==> src/rtl/rv_div_seq.sv <==
// Issue-side sequencer for the rv_div radix-4 SRT core: resolves divide special cases
// locally, splits large unsigned dividends, and post-corrects/sign-extends core results.
module rv_div_seq #(
    parameter int TAG_W = 5
) (
    input  logic             clk,
    input  logic             rstn,
    input  logic             flush_i,
    input  logic             req_vld_i,
    output logic             req_rdy_o,
    input  logic [2:0]       req_op_i,
    input  logic [63:0]      req_a_i,
    input  logic [63:0]      req_b_i,
    input  logic [TAG_W-1:0] req_tag_i,
    output logic             rsp_vld_o,
    input  logic             rsp_rdy_i,
    output logic [63:0]      rsp_data_o,
    output logic [TAG_W-1:0] rsp_tag_o,
    output logic             rsp_dz_o,
    output logic             div_vld_o,
    output logic [63:0]      div_op1_o,
    output logic [63:0]      div_op2_o,
    input  logic [63:0]      div_quo_i,
    input  logic [63:0]      div_rem_i,
    input  logic             div_ready_i
);

    typedef enum logic [2:0] {IDLE, PREP, ISSUE, WAIT, FIX, RESP, DRAIN} state_t;

    typedef struct packed {
        logic [2:0]       op;
        logic [63:0]      a;
        logic [63:0]      b;
        logic [TAG_W-1:0] tag;
    } req_t;

    state_t      state;
    req_t        req;
    logic        split;
    logic        seen_low;
    logic [63:0] quo_q;
    logic [63:0] rem_q;

    function automatic logic [63:0] sext32(input logic [63:0] v);
        return {{32{v[31]}}, v[31:0]};
    endfunction

    logic        is_uns, is_rem, is_w;
    logic [63:0] wa, wb;
    logic        b_zero, ovf, big_b, need_split;

    assign is_uns = req.op[0];
    assign is_rem = req.op[1];
    assign is_w   = req.op[2];
    assign wa     = is_w ? (is_uns ? {32'b0, req.a[31:0]} : sext32(req.a)) : req.a;
    assign wb     = is_w ? (is_uns ? {32'b0, req.b[31:0]} : sext32(req.b)) : req.b;

    assign b_zero     = (wb == '0);
    assign ovf        = !is_uns && (wb == '1) &&
                        (wa == (is_w ? 64'hFFFF_FFFF_8000_0000 : 64'h8000_0000_0000_0000));
    assign big_b      = !is_w && is_uns && wb[63];
    assign need_split = !is_w && is_uns && wa[63];

    // Results that never need the core; the overflow quotient is the operating-width MIN, i.e. wa.
    logic [63:0] sp_q, sp_r, sp_res;
    always_comb begin
        sp_q = '1;
        sp_r = wa;
        if (b_zero) begin
            sp_q = '1;
            sp_r = wa;
        end else if (ovf) begin
            sp_q = wa;
            sp_r = '0;
        end else if (wa >= wb) begin
            sp_q = 64'd1;
            sp_r = wa - wb;
        end else begin
            sp_q = '0;
            sp_r = wa;
        end
        sp_res = is_rem ? sp_r : sp_q;
        if (is_w) sp_res = sext32(sp_res);
    end

    // Split path: core divided a>>1, so fold the dropped LSB back in with one restoring step.
    logic [63:0] fx_r2, fx_q2, fx_q, fx_r, fx_res;
    always_comb begin
        fx_r2 = {rem_q[62:0], req.a[0]};
        fx_q2 = {quo_q[62:0], 1'b0};
        fx_q  = quo_q;
        fx_r  = rem_q;
        if (split) begin
            if (fx_r2 >= req.b) begin
                fx_q = fx_q2 + 64'd1;
                fx_r = fx_r2 - req.b;
            end else begin
                fx_q = fx_q2;
                fx_r = fx_r2;
            end
        end
        fx_res = is_rem ? fx_r : fx_q;
        if (is_w) fx_res = sext32(fx_res);
    end

    always_ff @(posedge clk or negedge rstn) begin
        if (!rstn) begin
            state      <= IDLE;
            req        <= '0;
            split      <= 1'b0;
            seen_low   <= 1'b0;
            quo_q      <= '0;
            rem_q      <= '0;
            req_rdy_o  <= 1'b0;
            rsp_vld_o  <= 1'b0;
            rsp_data_o <= '0;
            rsp_tag_o  <= '0;
            rsp_dz_o   <= 1'b0;
            div_vld_o  <= 1'b0;
            div_op1_o  <= '0;
            div_op2_o  <= '0;
        end else begin
            case (state)
                IDLE: begin
                    req_rdy_o <= 1'b1;
                    if (!flush_i && req_vld_i && req_rdy_o) begin
                        req.op    <= req_op_i;
                        req.a     <= req_a_i;
                        req.b     <= req_b_i;
                        req.tag   <= req_tag_i;
                        req_rdy_o <= 1'b0;
                        state     <= PREP;
                    end
                end
                PREP: begin
                    if (flush_i) begin
                        state     <= IDLE;
                        req_rdy_o <= 1'b1;
                    end else if (b_zero || ovf || big_b) begin
                        rsp_vld_o  <= 1'b1;
                        rsp_data_o <= sp_res;
                        rsp_tag_o  <= req.tag;
                        rsp_dz_o   <= b_zero;
                        state      <= RESP;
                    end else begin
                        div_vld_o <= 1'b1;
                        div_op1_o <= need_split ? (wa >> 1) : wa;
                        div_op2_o <= wb;
                        split     <= need_split;
                        state     <= ISSUE;
                    end
                end
                ISSUE: begin
                    if (div_ready_i) begin
                        div_vld_o <= 1'b0;
                        seen_low  <= 1'b0;
                        state     <= flush_i ? DRAIN : WAIT;
                    end else if (flush_i) begin
                        div_vld_o <= 1'b0;
                        req_rdy_o <= 1'b1;
                        state     <= IDLE;
                    end
                end
                WAIT: begin
                    if (!div_ready_i) seen_low <= 1'b1;
                    if (flush_i) begin
                        state <= DRAIN;
                    end else if (seen_low && div_ready_i) begin
                        quo_q <= div_quo_i;
                        rem_q <= div_rem_i;
                        state <= FIX;
                    end
                end
                FIX: begin
                    if (flush_i) begin
                        seen_low <= 1'b1;
                        state    <= DRAIN;
                    end else begin
                        rsp_vld_o  <= 1'b1;
                        rsp_data_o <= fx_res;
                        rsp_tag_o  <= req.tag;
                        rsp_dz_o   <= 1'b0;
                        state      <= RESP;
                    end
                end
                RESP: begin
                    if (flush_i || rsp_rdy_i) begin
                        rsp_vld_o <= 1'b0;
                        req_rdy_o <= 1'b1;
                        state     <= IDLE;
                    end
                end
                DRAIN: begin
                    if (!div_ready_i) seen_low <= 1'b1;
                    if (seen_low && div_ready_i) begin
                        req_rdy_o <= 1'b1;
                        state     <= IDLE;
                    end
                end
                default: begin
                    state     <= IDLE;
                    req_rdy_o <= 1'b1;
                end
            endcase
        end
    end

endmodule

==> config.mk <==
export PLATFORM = sky130hd
export DESIGN_NAME = rv_div_seq
export DESIGN_NICKNAME = d
export VERILOG_FILES = /design/src/rtl/rv_div_seq.sv
export SDC_FILE = /design/constraint.sdc
export NUM_CORES = 2
export LEC_CHECK = 0
export ABC_AREA = 1
export BUFFER_PORTS_ARGS = -buffer_cell sky130_fd_sc_hd__buf_2
export CORE_UTILIZATION = 54
export DETAILED_ROUTE_END_ITERATION = 16
export PLACE_DENSITY = 0.79
export SLEW_MARGIN = 5
export SYNTH_ARGS = -nofsm -noshare
export SYNTH_HDL_FRONTEND = slang
export SYNTH_SLANG_ARGS = --single-unit
==> constraint.sdc <==
create_clock -name clk -period 3.66 [get_ports clk]
set_input_delay 0.366 -clock clk [delete_from_list [all_inputs] [get_ports clk]]
set_output_delay 0.366 -clock clk [all_outputs]
set_load 0.01 [all_outputs]
==> metrics <==
hold crit path type=in2reg; Starting Density=0.547; Final min period=approximately 3700 ps; nets=approximately 6500; GRT Overall Usage=0.507; Worst-Margin Slew=approximately 870 ps; CP max FO=20; vias post-DR=~42000; clock sinks=470; Finished Core Util=0.704; Synth area leader=dfrtp_1; critical path's most frequent cell=inv_2; Worst Path Arrival=4150 ps; Die X=around 250 um; Vias/cell=a little over 6; CTS max path bufs=3; Post-Syn Instances=5247; Area growth syn-to-layout=28.7%; EDFF count, synth=0; post-synthesis sequential area ratio=0.341; placed instance area=40600 sq um; # IOs=~470; iteration count of the initial detailed-routing pass=8; clock root buffer=clkbuf_16; outcome=finished, final reports clean; Worst Hold Path Cells=2; clock slew at reported path FFs=approximately 70 ps; initial antenna violation count=11; endpoints failing setup=0; die area=roughly 65000 sq um; grt ovf=0; Synth cell types=55; layout cell share with drive strength beyond 1=0.211; most instantiated cells after synthesis=nand2_1 (1597), inv_1 (636), a21oi_1 (556), nor2_1 (556), dfrtp_1 (470); top-area cell type share of the netlist area=0.341; DPL Wire Length=131000 um; wire length per cell=about 24 um; most common cell in the netlist=nand2_1; ys async rst share=1.00; period utilisation layout=0.998; mean area per synthesized cell=~6.6 sq um; chip height=approximately 250 um; syn nets=5646; first-pass GRT wire length=~240000 um; TritonCTS clock tree=done; clk_lat worst skew=roughly 630 ps; Seq cells post-synth=470; largest net degree at the start of global routing=101; WL final=about 170000 um; max cap viols=0; Critical Path, Cell by Cell=inv_2 > a21oi_4 > buf_12 > clkinvlp_4 > o21ai_2 > inv_2 > ha_4 > nand2_2 > nor2_2 > inv_2 > nor2_4 > inv_2 > nor4_2 > nand2_1 > nand2_4 > buf_4 > clkbuf_16 > a21oi_1 > o21ai_0 > nand2_1 > a21oi_1 > a21oi_1; FMAX=274 MHz; H-tree depth=2; synth top area cells=dfrtp_1 (34%), nand2_1 (17%), a21oi_1 (8.1%), inv_1 (6.9%), nor2_1 (6.0%); Final Hold Fails=0; Post-Synthesis Cell Area=about 35000 sq um; critical path capture point type=flop; Design Area, Final=44400 sq um; RSZ-0062 raised after global routing=true; pre-CTS WS=-120 ps; Worst path slowest cell=dfrtp_1; vias in the first global route=39300; slowest cell delay on critical path=~370 ps; routability congestion estimate=1.10; DRC violations left=0; startpoint types=flop; Final Skew=between 30 and 40 ps; Worst slew margin=0.421; Synth Flop Type=dfrtp_1; Yosys Warn Count=0; fin. max-slew vios=0; Num CTS Buffers=50; length in cells of the worst reg-to-reg path=22; TNS Setup=0 ps; Std-Cell Rows=92; I/O Buffers=470; core area=around 63000 sq um; final worst slack=around 8.6 ps; DRT iter0 DRCs=6597; Worst Path Required=4160 ps; Routed Antenna Nets=0; Setup CP Type=reg2reg
[timing repair]
item / CTS / global route
buffers inserted: 2 / 22
endpoints found under the hold margin: 166 / 1
cloned: 0 / 6
gates resized for setup: 6 / 186
hold buffers: 113 / 1
endpoints found under the setup margin: 44 / 95
pin swaps: 1 / 38
[routing by layer]
metal	vias to the layer above	track usage	routed length, um
met5	-	0	74
met4	12	0.284	11800
met3	826	0.185	25700
met2	3375	0.736	70500
met1	19600	0.651	63600
li1	18600	-	-
[sequential cells by signal, indices dropped and copies added (netlist names)]
| name | count |
|---|---|
| rsp_tag_o | 5 |
| div_op1_o | 64 |
| rsp_dz_o | 1 |
| state | 3 |
| fx_r2 | 1 |
| split | 1 |
| quo_q | 64 |
| rsp_data_o | 64 |
| div_vld_o | 1 |
| div_op2_o | 64 |
| is_rem | 1 |
| seen_low | 1 |
| rem_q | 64 |
| req | 132 |
| req_rdy_o | 1 |
| rsp_vld_o | 1 |
| is_w | 1 |
| is_uns | 1 |
[critical path, delay by kind of cell, from the launching register on]
family          cells  cell delay, ps
buf+inv             8            1060
simple gates        7            1020
compound gates      6             790
flops               1             370
fa+ha+maj           1             300
[per-stage QoR]
step	cells	hold WS [ps]
floorplan	5247	70.4
global placement	6779	369
detailed placement	6779	369
CTS	6984	0.465
global route	7015	2.27
finish	7021	1.89
[cells by family after synthesis]
| family | after synthesis | synth area share |
|---|---|---|
| AOI/OAI and AO/OA | 1090 | 0.169 |
| xor gates and xnor gates | 63 | 0.0160 |
| adders and majority gates | 129 | 0.0472 |
| buffers and inverters | 866 | 0.101 |
| DFF | 470 | 0.341 |
| muxes | 100 | 0.0326 |
| and+or+nand+nor | 2529 | 0.294 |
[path summary, 6_finish.rpt]
kind,start,endpoint,slack [ps]
min in group asynchronous,rstn,div_op1_o[44],340
max,is_uns,rsp_data_o[22],9
min reg2reg,div_op1_o[44],div_op1_o[44],470
max reg2reg,is_uns,rsp_data_o[22],9
max in group asynchronous,rstn,quo_q[4],2300
min,div_quo_i[38],quo_q[38],2
[layout by cell type, fill, tap and decap left out, types with 56 or more instances in the layout]
cell type and n:
a21oi_1 529, buf_2 469, buf_4 412, clkbuf_16 56
dfrtp_1 467, dlygate4sd3_1 114, ha_1 110, inv_1 615
mux2_2 100, nand2_1 1576, nand3_1 234, nor2_1 544
o21ai_0 343
[area by class of cell]
type,instances,area [sq um]
Sequential cell,470,11800
Antenna cell,8,20.0
Clock inverter,19,200
Clock buffer,71,1480
Inverter,651,2470
Fill cell,5175,18700
Tap cell,846,1060
Multi-Input combinational cell,3911,19900
Timing Repair Buffer,1045,7510
Power is not shown: default switching activity piles up to over one toggle a cycle in this logic, so the estimate is an artifact.
